**src/rtl/tlul_host_adapter_if.sv**
```systemverilog
// Bus bundle for tlul_host_adapter: simple request/response port plus TL-UL A/D channels.
// master is the adapter's view; slave is the view of whatever sits on the other side.
interface tlul_host_adapter_if;
  logic        req_valid;
  logic        req_ready;
  logic        req_we;
  logic [31:0] req_addr;
  logic [31:0] req_wdata;
  logic [3:0]  req_be;

  logic        rsp_valid;
  logic        rsp_ready;
  logic [31:0] rsp_rdata;
  logic        rsp_err;
  logic        rsp_timeout;

  logic        a_valid;
  logic        a_ready;
  logic [2:0]  a_bits_opcode;
  logic [2:0]  a_bits_param;
  logic [1:0]  a_bits_size;
  logic [7:0]  a_bits_source;
  logic [31:0] a_bits_address;
  logic [3:0]  a_bits_mask;
  logic [31:0] a_bits_data;

  logic        d_valid;
  logic        d_ready;
  logic [2:0]  d_bits_opcode;
  logic [2:0]  d_bits_param;
  logic [1:0]  d_bits_size;
  logic [7:0]  d_bits_source;
  logic        d_bits_sink;
  logic [31:0] d_bits_data;
  logic        d_bits_denied;

  modport master (
    input  req_valid, req_we, req_addr, req_wdata, req_be, rsp_ready,
    input  a_ready, d_valid, d_bits_opcode, d_bits_param, d_bits_size,
    input  d_bits_source, d_bits_sink, d_bits_data, d_bits_denied,
    output req_ready, rsp_valid, rsp_rdata, rsp_err, rsp_timeout,
    output a_valid, a_bits_opcode, a_bits_param, a_bits_size, a_bits_source,
    output a_bits_address, a_bits_mask, a_bits_data, d_ready
  );

  modport slave (
    output req_valid, req_we, req_addr, req_wdata, req_be, rsp_ready,
    output a_ready, d_valid, d_bits_opcode, d_bits_param, d_bits_size,
    output d_bits_source, d_bits_sink, d_bits_data, d_bits_denied,
    input  req_ready, rsp_valid, rsp_rdata, rsp_err, rsp_timeout,
    input  a_valid, a_bits_opcode, a_bits_param, a_bits_size, a_bits_source,
    input  a_bits_address, a_bits_mask, a_bits_data, d_ready
  );
endinterface

```
**src/rtl/tlul_host_adapter.sv**
```systemverilog
// Single-outstanding TL-UL host adapter: turns a req/rsp handshake into Get/Put A beats,
// checks the D response, and reports misalignment, denial and local timeouts.
module tlul_host_adapter #(
  parameter logic [7:0]  SOURCE_ID      = 8'h00,
  parameter logic [15:0] TIMEOUT_CYCLES = 16'd1024
) (
  input  logic                   clk_i,
  input  logic                   rst_ni,
  tlul_host_adapter_if.master    bus,
  output logic                   stray_o
);

  localparam logic [2:0] OP_PUT_FULL    = 3'd0;
  localparam logic [2:0] OP_PUT_PARTIAL = 3'd1;
  localparam logic [2:0] OP_GET         = 3'd4;
  localparam logic [2:0] OP_ACK         = 3'd0;
  localparam logic [2:0] OP_ACK_DATA    = 3'd1;

  typedef enum logic [1:0] {
    IDLE   = 2'd0,
    A_REQ  = 2'd1,
    D_WAIT = 2'd2,
    RSP    = 2'd3
  } state_t;

  state_t      state_q, state_d;
  logic        cap_we;
  logic [31:0] cap_addr;
  logic [31:0] cap_wdata;
  logic [3:0]  cap_be;
  logic [15:0] tmo_cnt;
  logic [31:0] rsp_rdata_q;
  logic        rsp_err_q;
  logic        rsp_timeout_q;
  logic        stray_q;

  logic        misaligned;
  logic        d_accept;
  logic        d_err;
  logic        tmo_expired;
  logic        unused_d;

  assign unused_d    = ^{bus.d_bits_param, bus.d_bits_size, bus.d_bits_sink};
  assign misaligned  = (bus.req_addr[1:0] != 2'b00);
  assign d_accept    = bus.d_valid && bus.d_ready;
  assign tmo_expired = (tmo_cnt == (TIMEOUT_CYCLES - 16'd1));
  assign d_err       = bus.d_bits_denied ||
                       (bus.d_bits_source != SOURCE_ID) ||
                       (bus.d_bits_opcode != (cap_we ? OP_ACK : OP_ACK_DATA));

  always_ff @(posedge clk_i) begin
    if (!rst_ni) begin
      state_q       <= IDLE;
      cap_we        <= 1'b0;
      cap_addr      <= '0;
      cap_wdata     <= '0;
      cap_be        <= '0;
      tmo_cnt       <= '0;
      rsp_rdata_q   <= '0;
      rsp_err_q     <= 1'b0;
      rsp_timeout_q <= 1'b0;
      stray_q       <= 1'b0;
    end else begin
      state_q <= state_d;
      // d_ready stays high before the A handshake, so beats there are swallowed as strays
      if (d_accept && (state_q == IDLE || state_q == A_REQ)) begin
        stray_q <= 1'b1;
      end
      case (state_q)
        IDLE: begin
          if (bus.req_valid) begin
            cap_we    <= bus.req_we;
            cap_addr  <= bus.req_addr;
            cap_wdata <= bus.req_wdata;
            cap_be    <= bus.req_be;
            tmo_cnt   <= '0;
            if (misaligned) begin
              rsp_err_q     <= 1'b1;
              rsp_timeout_q <= 1'b0;
              rsp_rdata_q   <= '0;
            end
          end
        end
        D_WAIT: begin
          // a response arriving on the expiry cycle takes priority over the timeout
          if (bus.d_valid) begin
            rsp_err_q     <= d_err;
            rsp_timeout_q <= 1'b0;
            rsp_rdata_q   <= (!d_err && !cap_we) ? bus.d_bits_data : '0;
          end else if (tmo_expired) begin
            rsp_err_q     <= 1'b1;
            rsp_timeout_q <= 1'b1;
            rsp_rdata_q   <= '0;
          end else begin
            tmo_cnt <= tmo_cnt + 16'd1;
          end
        end
        default: ;
      endcase
    end
  end

  always_comb begin
    state_d = state_q;
    case (state_q)
      IDLE:   if (bus.req_valid) state_d = misaligned ? RSP : A_REQ;
      A_REQ:  if (bus.a_ready) state_d = D_WAIT;
      D_WAIT: if (bus.d_valid || tmo_expired) state_d = RSP;
      RSP:    if (bus.rsp_ready) state_d = IDLE;
      default: state_d = IDLE;
    endcase
  end

  assign bus.req_ready      = rst_ni && (state_q == IDLE);
  assign bus.d_ready        = rst_ni && (state_q != RSP);
  assign bus.a_valid        = (state_q == A_REQ);
  assign bus.a_bits_opcode  = !cap_we ? OP_GET : ((cap_be == 4'hF) ? OP_PUT_FULL : OP_PUT_PARTIAL);
  assign bus.a_bits_param   = 3'd0;
  assign bus.a_bits_size    = 2'd2;
  assign bus.a_bits_source  = SOURCE_ID;
  assign bus.a_bits_address = cap_addr;
  assign bus.a_bits_mask    = cap_we ? cap_be : 4'hF;
  assign bus.a_bits_data    = cap_we ? cap_wdata : '0;

  assign bus.rsp_valid      = (state_q == RSP);
  assign bus.rsp_rdata      = rsp_rdata_q;
  assign bus.rsp_err        = rsp_err_q;
  assign bus.rsp_timeout    = rsp_timeout_q;
  assign stray_o            = stray_q;

endmodule

```
**src/flat_wrapper.sv**
```systemverilog
// flat-port wrapper written by rule: the top's interface ports become plain ports
module tlul_host_adapter_flat 
#(
  parameter logic [7:0]  SOURCE_ID      = 8'h00,
  parameter logic [15:0] TIMEOUT_CYCLES = 16'd1024
)
  (clk_i, rst_ni, stray_o, bus_req_valid, bus_req_we, bus_req_addr, bus_req_wdata, bus_req_be, bus_rsp_ready, bus_a_ready, bus_d_valid, bus_d_bits_opcode, bus_d_bits_param, bus_d_bits_size, bus_d_bits_source, bus_d_bits_sink, bus_d_bits_data, bus_d_bits_denied, bus_req_ready, bus_rsp_valid, bus_rsp_rdata, bus_rsp_err, bus_rsp_timeout, bus_a_valid, bus_a_bits_opcode, bus_a_bits_param, bus_a_bits_size, bus_a_bits_source, bus_a_bits_address, bus_a_bits_mask, bus_a_bits_data, bus_d_ready);
  tlul_host_adapter_if bus_i ();
  input  logic clk_i;
  input  logic rst_ni;
  output logic stray_o;
  input wire logic [$bits(bus_i.req_valid)-1:0] bus_req_valid;
  input wire logic [$bits(bus_i.req_we)-1:0] bus_req_we;
  input wire logic [$bits(bus_i.req_addr)-1:0] bus_req_addr;
  input wire logic [$bits(bus_i.req_wdata)-1:0] bus_req_wdata;
  input wire logic [$bits(bus_i.req_be)-1:0] bus_req_be;
  input wire logic [$bits(bus_i.rsp_ready)-1:0] bus_rsp_ready;
  input wire logic [$bits(bus_i.a_ready)-1:0] bus_a_ready;
  input wire logic [$bits(bus_i.d_valid)-1:0] bus_d_valid;
  input wire logic [$bits(bus_i.d_bits_opcode)-1:0] bus_d_bits_opcode;
  input wire logic [$bits(bus_i.d_bits_param)-1:0] bus_d_bits_param;
  input wire logic [$bits(bus_i.d_bits_size)-1:0] bus_d_bits_size;
  input wire logic [$bits(bus_i.d_bits_source)-1:0] bus_d_bits_source;
  input wire logic [$bits(bus_i.d_bits_sink)-1:0] bus_d_bits_sink;
  input wire logic [$bits(bus_i.d_bits_data)-1:0] bus_d_bits_data;
  input wire logic [$bits(bus_i.d_bits_denied)-1:0] bus_d_bits_denied;
  output wire logic [$bits(bus_i.req_ready)-1:0] bus_req_ready;
  output wire logic [$bits(bus_i.rsp_valid)-1:0] bus_rsp_valid;
  output wire logic [$bits(bus_i.rsp_rdata)-1:0] bus_rsp_rdata;
  output wire logic [$bits(bus_i.rsp_err)-1:0] bus_rsp_err;
  output wire logic [$bits(bus_i.rsp_timeout)-1:0] bus_rsp_timeout;
  output wire logic [$bits(bus_i.a_valid)-1:0] bus_a_valid;
  output wire logic [$bits(bus_i.a_bits_opcode)-1:0] bus_a_bits_opcode;
  output wire logic [$bits(bus_i.a_bits_param)-1:0] bus_a_bits_param;
  output wire logic [$bits(bus_i.a_bits_size)-1:0] bus_a_bits_size;
  output wire logic [$bits(bus_i.a_bits_source)-1:0] bus_a_bits_source;
  output wire logic [$bits(bus_i.a_bits_address)-1:0] bus_a_bits_address;
  output wire logic [$bits(bus_i.a_bits_mask)-1:0] bus_a_bits_mask;
  output wire logic [$bits(bus_i.a_bits_data)-1:0] bus_a_bits_data;
  output wire logic [$bits(bus_i.d_ready)-1:0] bus_d_ready;
  assign bus_i.req_valid = bus_req_valid;
  assign bus_i.req_we = bus_req_we;
  assign bus_i.req_addr = bus_req_addr;
  assign bus_i.req_wdata = bus_req_wdata;
  assign bus_i.req_be = bus_req_be;
  assign bus_i.rsp_ready = bus_rsp_ready;
  assign bus_i.a_ready = bus_a_ready;
  assign bus_i.d_valid = bus_d_valid;
  assign bus_i.d_bits_opcode = bus_d_bits_opcode;
  assign bus_i.d_bits_param = bus_d_bits_param;
  assign bus_i.d_bits_size = bus_d_bits_size;
  assign bus_i.d_bits_source = bus_d_bits_source;
  assign bus_i.d_bits_sink = bus_d_bits_sink;
  assign bus_i.d_bits_data = bus_d_bits_data;
  assign bus_i.d_bits_denied = bus_d_bits_denied;
  assign bus_req_ready = bus_i.req_ready;
  assign bus_rsp_valid = bus_i.rsp_valid;
  assign bus_rsp_rdata = bus_i.rsp_rdata;
  assign bus_rsp_err = bus_i.rsp_err;
  assign bus_rsp_timeout = bus_i.rsp_timeout;
  assign bus_a_valid = bus_i.a_valid;
  assign bus_a_bits_opcode = bus_i.a_bits_opcode;
  assign bus_a_bits_param = bus_i.a_bits_param;
  assign bus_a_bits_size = bus_i.a_bits_size;
  assign bus_a_bits_source = bus_i.a_bits_source;
  assign bus_a_bits_address = bus_i.a_bits_address;
  assign bus_a_bits_mask = bus_i.a_bits_mask;
  assign bus_a_bits_data = bus_i.a_bits_data;
  assign bus_d_ready = bus_i.d_ready;
  tlul_host_adapter #(.SOURCE_ID(SOURCE_ID), .TIMEOUT_CYCLES(TIMEOUT_CYCLES)) u_core (.clk_i(clk_i), .rst_ni(rst_ni), .bus(bus_i), .stray_o(stray_o));
endmodule
```
**config.mk**
```make
export PLATFORM = sky130hd
export DESIGN_NAME = tlul_host_adapter_flat
export DESIGN_NICKNAME = d
export VERILOG_FILES = /design/src/rtl/tlul_host_adapter_if.sv /design/src/rtl/tlul_host_adapter.sv /design/src/flat_wrapper.sv
export SDC_FILE = /design/constraint.sdc
export NUM_CORES = 1
export LEC_CHECK = 0
export ABC_AREA = 1
export CAP_MARGIN = 20
export CORE_MARGIN = 3
export CORE_UTILIZATION = 30
export CTS_CLUSTER_DIAMETER = 40
export CTS_CLUSTER_SIZE = 20
export DETAILED_ROUTE_END_ITERATION = 6
export HOLD_SLACK_MARGIN = 0.06
export PLACE_DENSITY_LB_ADDON = 0.12
export SYNTH_ARGS = -nofsm -noshare
export SYNTH_HDL_FRONTEND = slang
export SYNTH_SLANG_ARGS = --single-unit
```
**constraint.sdc**
```tcl
create_clock -name clk_i -period 4.75 [get_ports clk_i]
set_clock_uncertainty 0.1 [all_clocks]
set_input_delay 0.95 -clock clk_i [delete_from_list [all_inputs] [get_ports clk_i]]
set_output_delay 0.95 -clock clk_i [all_outputs]
set_load 0.1 [all_outputs]
```
Word-level counts from Yosys, hierarchy flattened
Index checks and enable logic that the tools add are counted.
{"block": "totals", "elab_cells": 75, "regBits": 122, "in_bits": 125, "output_inout_bits": 123}
{"block": "classes", "n_mux": 30, "eq_ne": 15, "n_reduce_logical": 19, "n_addsub": 1}
{"cell": "32-bit 2-to-1 mux", "count": 6}
{"cell": "32-bit one-hot mux with 2 select lines", "count": 1}
{"cell": "16-bit 2-to-1 mux", "count": 3}
{"cell": "16-bit one-hot mux with 2 select lines", "count": 1}
{"cell": "16-bit by 1-bit adder with 16-bit output, second input constant", "count": 1}
{"cell": "16-bit by 10-bit equality test with 1-bit output, second input constant", "count": 1}
{"cell": "2-bit != test, second input constant", "count": 6}
{"cell": "4-bit AND reduction", "count": 3}
{"cell": "2-bit 2-to-1 mux", "count": 5}
{"cell": "1-bit 2-to-1 mux", "count": 9}
{"cell": "2-bit one-hot mux with 4 select lines", "count": 1}
{"cell": "8-bit nonzero test", "count": 1}
{"cell": "1-bit logical AND", "count": 5}
{"cell": "2-bit equality test, second input constant", "count": 2}
{"cell": "4-bit equality test, second input constant", "count": 1}
{"cell": "1-bit logical OR", "count": 4}
{"cell": "4-bit 2-to-1 mux", "count": 1}
{"cell": "2-bit by 1-bit != test with 1-bit output, second input constant", "count": 2}
{"cell": "1-bit one-hot mux with 2 select lines", "count": 2}
{"cell": "2-bit nonzero test", "count": 2}
{"cell": "3-bit 2-to-1 mux", "count": 1}
{"cell": "3-bit by 2-bit != test with 1-bit output, second input constant", "count": 1}
{"cell": "3-bit != test", "count": 1}
{"cell": "2-bit by 1-bit equality test with 1-bit output, second input constant", "count": 1}
{"cell": "3 further kinds", "count": 4}

Longest topological paths before layout
Gate-level depths: netlist of the first run.
{"block": "logic_depth", "word_depth": 8, "mapped_depth": 12, "mapped_depth_nobuf": 11}

Least setup slack after synthesis of the first run
No wires, ideal clock.
{"block": "synth_path", "kind": "register to output", "from": "register u_core.cap_we", "to": "output port bus_a_bits_opcode[0]", "path_stages_with_launch": 6, "path_slack_ns": 0.670, "path_buffers": 3, "required_ns": 3.700, "t_arrival_ns": 3.030, "path_cell_list": "dfxtp_1 buf_4 inv_2 clkbuf_1 clkbuf_1 a41oi_1"}
{"block": "synth_via", "elab_chain_cells": 1}
{"item": "start: declaration", "line": "tlul_host_adapter.sv:27", "source": "logic cap_we;"}
{"item": "start signal: assignment", "line": "tlul_host_adapter.sv:72", "source": "cap_we <= bus.req_we;"}
{"item": "3-bit 2-to-1 mux", "line": "tlul_host_adapter.sv:117", "source": "assign bus.a_bits_opcode = !cap_we ? OP_GET : ((cap_be == 4'hF) ? OP_PUT_FULL : OP_PUT_PARTIAL);"}
{"item": "end: declaration", "line": "flat_wrapper.sv:33", "source": "output wire logic [$bits(bus_i.a_bits_opcode)-1:0] bus_a_bits_opcode;"}
Every way passes these cells.

Final worst setup path of the first run
{"block": "layout_path", "from": "register u_core.state_q[1]", "to": "output port bus_a_valid"}
{"block": "layout_via", "elab_chain_cells": 1}
{"item": "start: declaration", "line": "tlul_host_adapter.sv:26", "source": "state_t state_q, state_d;"}
{"item": "start signal: assignment", "line": "tlul_host_adapter.sv:64", "source": "state_q <= state_d;"}
{"item": "2-bit by 1-bit equality test with 1-bit output", "line": "tlul_host_adapter.sv:116", "source": "assign bus.a_valid = (state_q == A_REQ);"}
{"item": "end: declaration", "line": "flat_wrapper.sv:32", "source": "output wire logic [$bits(bus_i.a_valid)-1:0] bus_a_valid;"}
Every way passes these cells.

==> impl_metrics.csv, run 1 <==
group,metric,value,unit
outcome,status,"finished, final reports clean",
sta,worst_pin_slew,1.05,ns
power_and_ir_drop,intPower,2980,uW
setup_path,worstReg2RegEnd,"u_core.bus.rsp_rdata[6]$_SDFFE_PN0P_",
route,via_per_inst,4.43,
setup_path,r2r_slack,2.46,ns
finish,nets,1117,
sta,finalCriticalPeriod,3.21,ns
finish,areaGrowthSynthToFinish,51.1,%
finish,seq_area,0.00244,sq mm
floorplan,placementRows,48,
sta,finalWorstSetupSlack,1.54,ns
setup_path,cp-end-kind,"output port",
global_routing,overflow,0,
floorplan,start_util,0.310,
power_and_ir_drop,p_sw,3520,uW
logic_synthesis,synth_enable_flop_cells,0,
power_and_ir_drop,pwr-share-seq,0.230,
setup_path,critPathRequiredTime,3.70,ns
sta,max_freq,0.312,GHz
power_and_ir_drop,pwr-share-clk,0.196,
placement,port_buffers,227,
finish,fin_util,0.468,
sta,finalSetupViolCount,0,
power_and_ir_drop,comb_power_share,0.574,
run,max_cap_violations,0,
logic_synthesis,syn_avg_cell_area,6.94,sq um
logic_synthesis,async_reset_ff_frac,0,
logic_synthesis,ys_seq_area_frac,0.449,
finish,antenna_cells,0,
sta,setup-tns-final,0,ns
clock_network,numCtsBuffers,17,
logic_synthesis,netlist_instances,784,
finish,final_cells,1225,
route,routedWlPerCell,13.7,um
logic_synthesis,syn_area,0.00544,sq mm
sta,finalCritPeriodShare,0.676,
route,route.detailed.drc,0,
placement,hpwl,11.5,mm
floorplan,fp.coreArea,0.0175,sq mm
floorplan,pin_count,248,
sta,slew_viol_final,0,
setup_path,rr_startpoint,"u_core.state_q[0]$_SDFFE_PN0P_",
placement,dp_slack,1.73,ns
finish,multi_input_area,0.00243,sq mm
clock_network,cts_tree,"yes",
clock_network,clock-sinks,122,
global_routing,antenna_found_initial,0,
setup_path,cp.arrival,2.16,ns
power_and_ir_drop,powerDensity,791,mW/mm^2
finish,drive_gt1_frac,0.104,
finish,nFillCells,1827,
placement,dpl.cell_count,1193,
clock_network,cts_resized,0,
sta,rsz0062_at_grt,"no",
min_path,holdPathEnd,"u_core.stray_o$_SDFFE_PN0P_",
route,firstDrtPassIters,4,
logic_synthesis,synth-seq-cells,122,
clock_network,htreeDepth,4,
clock_network,postCtsSetupBuffers,0,
global_routing,grt_usage,0.167,
clock_network,clk_path_buf_depth,2,
power_and_ir_drop,vdd_drop_max,0.487,mV
floorplan,die_x,141,um
setup_path,worstPathMaxFanout,3,
placement,gp_congestion,0.814,
floorplan,die_h,141,um
global_routing,grt_start_max_net_pins,106,
power_and_ir_drop,swShare,0.541,
global_routing,grt_pass1_vias,5136,
min_path,min_from,"u_core.stray_o$_SDFFE_PN0P_",
logic_synthesis,synth_warnings,0,
min_path,hold_path.class,"reg -> reg",
setup_path,reg2regPathDepth,11,
global_routing,grt_first_pass_wirelength,26.6,mm
clock_network,ctsHoldBuffers,0,
route,drt_iter0_markers,273,
route,wl,16.8,mm
clock_network,clk_pin_slew,0.05,ns
route,vias,5431,
setup_path,crit_path_start_kind,"flop",
route,ant_nets,0,
sta,hold_violations,0,
clock_network,clk_latency,0.41,ns
min_path,min_path_cells,2,
logic_synthesis,ys.flop_type,"dfxtp_1",
logic_synthesis,synth_cell_types,39,
clock_network,cts-root-buf,"clkbuf_16",
sta,relSlewSlack,0.296,
floorplan,die_area,0.0198,sq mm
setup_path,critPathKind,"reg -> out",
power_and_ir_drop,p_leak,0.00353,uW
layout by cell type (no fill, tap or decap), types with 3 or more instances in the layout:
master	synthesis	final
a21oi_1	10	10
a31oi_1	22	22
buf_4	16	44
clkbuf_16	0	17
clkdlybuf4s50_1	0	186
clkinv_2	0	4
clkinv_4	0	3
conb_1	2	14
dfxtp_1	122	122
ha_1	5	5
inv_1	61	61
inv_2	9	9
nand2_1	111	110
nand3_1	19	19
nand4_1	6	6
nor2_1	224	224
nor2_2	3	3
nor3_1	6	6
o21ai_0	70	70
o21ai_1	29	29
or2_2	5	5
stage by stage:
| step | total power (uW) | hold WS [ns] | instance area [sq um] |
|---|---|---|---|
| final | 6500 | 0.346 | 8220 |
| after global routing | 6850 | 0.366 | 8220 |
| after CTS | 6580 | 0.349 | 8220 |
| after detailed placement | 5270 | 0.341 | 7630 |
| after global placement | 5260 | 0.337 | 7630 |
| after floorplan | 4500 | 0.355 | 5480 |
worst max-delay path, cell delays in order, from the launching register on:
cell and delay, ns:
dfxtp_1 0.32, inv_1 0.09, ha_1 0.19, clkdlybuf4s50_1 1.14
kinds of logic (layout without fill, tap and decap cells):
kind of cell,Yosys count,after routing,share of synthesized area
simple gates,383,383,0.286
compound gates,139,139,0.139
buf+inv,132,336,0.112
flops,122,122,0.449
fa+ha+maj,5,5,0.0115
other cells,2,14,0.00138
xor+xnor,1,1,0.00161
state kept, by name (all words and copies together), names as in the netlist:
name	cells
u_core.bus.rsp_rdata	32
u_core.bus.a_bits_address	32
u_core.bus.rsp_timeout	1
u_core.state_q	2
u_core.cap_be	4
u_core.cap_wdata	32
u_core.tmo_cnt	16
u_core.stray_o	1
u_core.bus.rsp_err	1
u_core.cap_we	1
synthesized netlist by cell type, types with 3 or more instances:
| master | instances | area share |
|---|---|---|
| a21oi_1 | 10 | 0.0092 |
| a31oi_1 | 22 | 0.025 |
| buf_2 | 8 | 0.0074 |
| buf_4 | 16 | 0.022 |
| buf_6 | 5 | 0.010 |
| clkbuf_1 | 28 | 0.019 |
| dfxtp_1 | 122 | 0.45 |
| ha_1 | 5 | 0.012 |
| inv_1 | 61 | 0.042 |
| inv_2 | 9 | 0.0062 |
| nand2_1 | 111 | 0.077 |
| nand3_1 | 19 | 0.017 |
| nand4_1 | 6 | 0.0069 |
| nor2_1 | 224 | 0.15 |
| nor2_2 | 3 | 0.0035 |
| nor3_1 | 6 | 0.0055 |
| o21ai_0 | 70 | 0.064 |
| o21ai_1 | 29 | 0.027 |
| or2_2 | 5 | 0.0058 |
per-layer routing:
metal,track usage,routed length [um],up-vias
met2,0.263,7770,160
met3,0.0790,1580,16
met1,0.200,7190,2410
met5,0,0,-
met4,0.0581,242,0
li1,-,-,2845
worst max path at each step:
stage	startpoint	end	slack, ns	depth (start not counted)
after global routing	u_core.state_q[1]$_SDFFE_PN0P_	bus_a_valid	1.46	3
after detailed placement	bus_req_valid	u_core.cap_wdata[5]$_SDFFE_PN0P_	1.73	6
after global placement	bus_req_valid	u_core.bus.a_bits_address[28]$_SDFFE_PN0P_	1.74	6
after floorplan	u_core.cap_we$_SDFFE_PN0P_	bus_a_bits_opcode[0]	0.67	5
after CTS	u_core.state_q[1]$_SDFFE_PN0P_	bus_a_valid	1.50	3
final	u_core.state_q[1]$_SDFFE_PN0P_	bus_a_valid	1.54	3
cell type report:
cell class	count	area share
clock buffer	21	0.0560
clock inverter	11	0.0148
inverter	73	0.0340
multi-input combinational	542	0.296
sequential	122	0.297
tap	225	0.0343
timing repair buffer	231	0.267
power by group through the flow:
stage / clock [uW] / sequential, uW / combinational (uW)
final: 1280 / 1500 / 3730
after global routing: 1360 / 1540 / 3950
after CTS: 1310 / 1500 / 3760
after detailed placement: 0 / 1520 / 3750
after global placement: 0 / 1510 / 3750
after floorplan: 0 / 3010 / 1490
(Power assumes the default switching activity.)
==> run 2, diff against run 1 <==
==> constraint.sdc (replaced) <==
create_clock -name clk_i -period 2.75 [get_ports clk_i]
set_clock_uncertainty 0.1 [all_clocks]
set_input_delay 0.55 -clock clk_i [delete_from_list [all_inputs] [get_ports clk_i]]
set_output_delay 0.55 -clock clk_i [all_outputs]
set_load 0.1 [all_outputs]
==> impl_metrics.csv, run 2 (synthesis results as in run 1) <==
group,metric,value,unit
finish,final_common_cell,"nor2_1",
route,vias,5416,
finish,fin_area,0.00866,sq mm
clock_network,ctsHoldBuffers,0,
placement,hpwl,11.6,mm
floorplan,die_h,141,um
clock_network,numCtsBuffers,17,
placement,dp_slack,0.433,ns
setup_path,crit_path_start_kind,"flop",
clock_network,clk_pin_slew,0.05,ns
global_routing,grt_pass1_vias,5159,
clock_network,cts-root-buf,"clkbuf_16",
route,ant_nets,0,
floorplan,die_x,141,um
finish,nets,1124,
finish,seq_area,0.00244,sq mm
placement,port_buffers,227,
floorplan,fp.coreArea,0.0175,sq mm
setup_path,critPathKind,"reg -> out",
floorplan,start_util,0.310,
finish,fin_util,0.494,
route,via_per_inst,4.39,
clock_network,cts_tree,"yes",
route,drt_iter0_markers,238,
outcome,status,"finished, final reports clean",
global_routing,antenna_found_initial,1,
global_routing,grt_usage,0.165,
floorplan,placementRows,48,
finish,nFillCells,1766,
floorplan,pin_count,248,
clock_network,clk_path_buf_depth,2,
sta,finalWorstSetupSlack,0.556,ns
sta,max_freq,0.456,GHz
global_routing,overflow,0,
route,routedWlPerCell,13.3,um
finish,areaGrowthSynthToFinish,59.3,%
sta,slew_viol_final,0,
power_and_ir_drop,vdd_drop_max,0.959,mV
clock_network,clk_latency,0.41,ns
run,max_cap_violations,0,
setup_path,cp-end-kind,"output port",
sta,rsz0062_at_grt,"no",
sta,finalCriticalPeriod,2.19,ns
finish,drive_gt1_frac,0.181,
power_and_ir_drop,p_leak,0.00383,uW
route,wl,16.4,mm
route,firstDrtPassIters,5,
route,route.detailed.drc,0,
sta,finalCritPeriodShare,0.798,
clock_network,htreeDepth,4,
clock_network,clock-sinks,122,
clock_network,postCtsSetupBuffers,0,
clock_network,cts_resized,0,
power_and_ir_drop,powerDensity,1320,mW/mm^2
sta,finalSetupViolCount,0,
global_routing,grt_first_pass_wirelength,26.2,mm
finish,mostFrequentLayoutCells,"nor2_1 (223), dfxtp_1 (122), clkdlybuf4s50_1 (117)",
min_path,hold_path.class,"reg -> reg",
sta,hold-worst-slack,0.351,ns
floorplan,die_area,0.0198,sq mm
setup_path,worstPathMaxFanout,6,
global_routing,grt_start_max_net_pins,100,
placement,dpl_cell_area,0.00805,sq mm
placement,gp_congestion,0.789,
finish,multi_input_area,0.00245,sq mm
setup_path,cp.arrival,1.54,ns
sta,setup-tns-final,0,ns
setup_path,critPathRequiredTime,2.10,ns
sta,hold_violations,0,
==> run 2: cell types whose count changed in the layout (fill, tap and decap cells not counted), moves of 2 or more <==
| cell | delta |
|---|---|
| buf_12 | +41 |
| buf_4 | +35 |
| clkdlybuf4s50_1 | -69 |
| clkinv_2 | -2 |
| clkinv_4 | -2 |
==> run 2: metal layers <==
layer | up-vias | global-route usage | routed length, um
met5 | - | 0 | 0
met4 | 0 | 0.0668 | 447
met3 | 30 | 0.0851 | 1580
met2 | 154 | 0.259 | 7520
met1 | 2366 | 0.190 | 6840
li1 | 2866 | - | -
==> run 2: worst paths after layout <==
| path | start | end | slack, ns | cells past startpoint |
|---|---|---|---|---|
| max | u_core.state_q[1]$_SDFFE_PN0P_ | bus_req_ready | 0.56 | 5 |
| min | u_core.stray_o$_SDFFE_PN0P_ | u_core.stray_o$_SDFFE_PN0P_ | 0.35 | 2 |
| max reg2reg | u_core.state_q[0]$_SDFFE_PN0P_ | u_core.bus.rsp_rdata[25]$_SDFFE_PN0P_ | 0.69 | 10 |
| min reg2reg | u_core.stray_o$_SDFFE_PN0P_ | u_core.stray_o$_SDFFE_PN0P_ | 0.35 | 2 |
==> run 2: final cells by class <==
class | count | share of cell area
antenna | 1 | 0.000289
sequential | 122 | 0.282
clock buffer | 22 | 0.0547
inverter | 73 | 0.0322
tap | 225 | 0.0325
multi-input combinational | 542 | 0.283
timing repair buffer | 238 | 0.299
clock inverter | 10 | 0.0162
==> run 2: worst max-delay path, stage by stage (launching register included) <==
cell and delay (ns):
dfxtp_1 0.33, inv_1 0.11, ha_1 0.34, nand2_1 0.08
inv_1 0.10, buf_12 0.18
==> run 2: report_power, final <==
group / total (uW) / internal [uW] / switching [uW]
combinational: 6560 / 1550 / 5010
clock: 2320 / 1500 / 820
sequential: 2590 / 2310 / 279
total: 11500 / 5360 / 6110
==> run 2: per-stage QoR <==
stage	std cells	total power [uW]
floorplan	796	7790
global placement	1200	9210
detailed placement	1200	9250
CTS	1232	11600
global route	1233	12100
finish	1233	11500
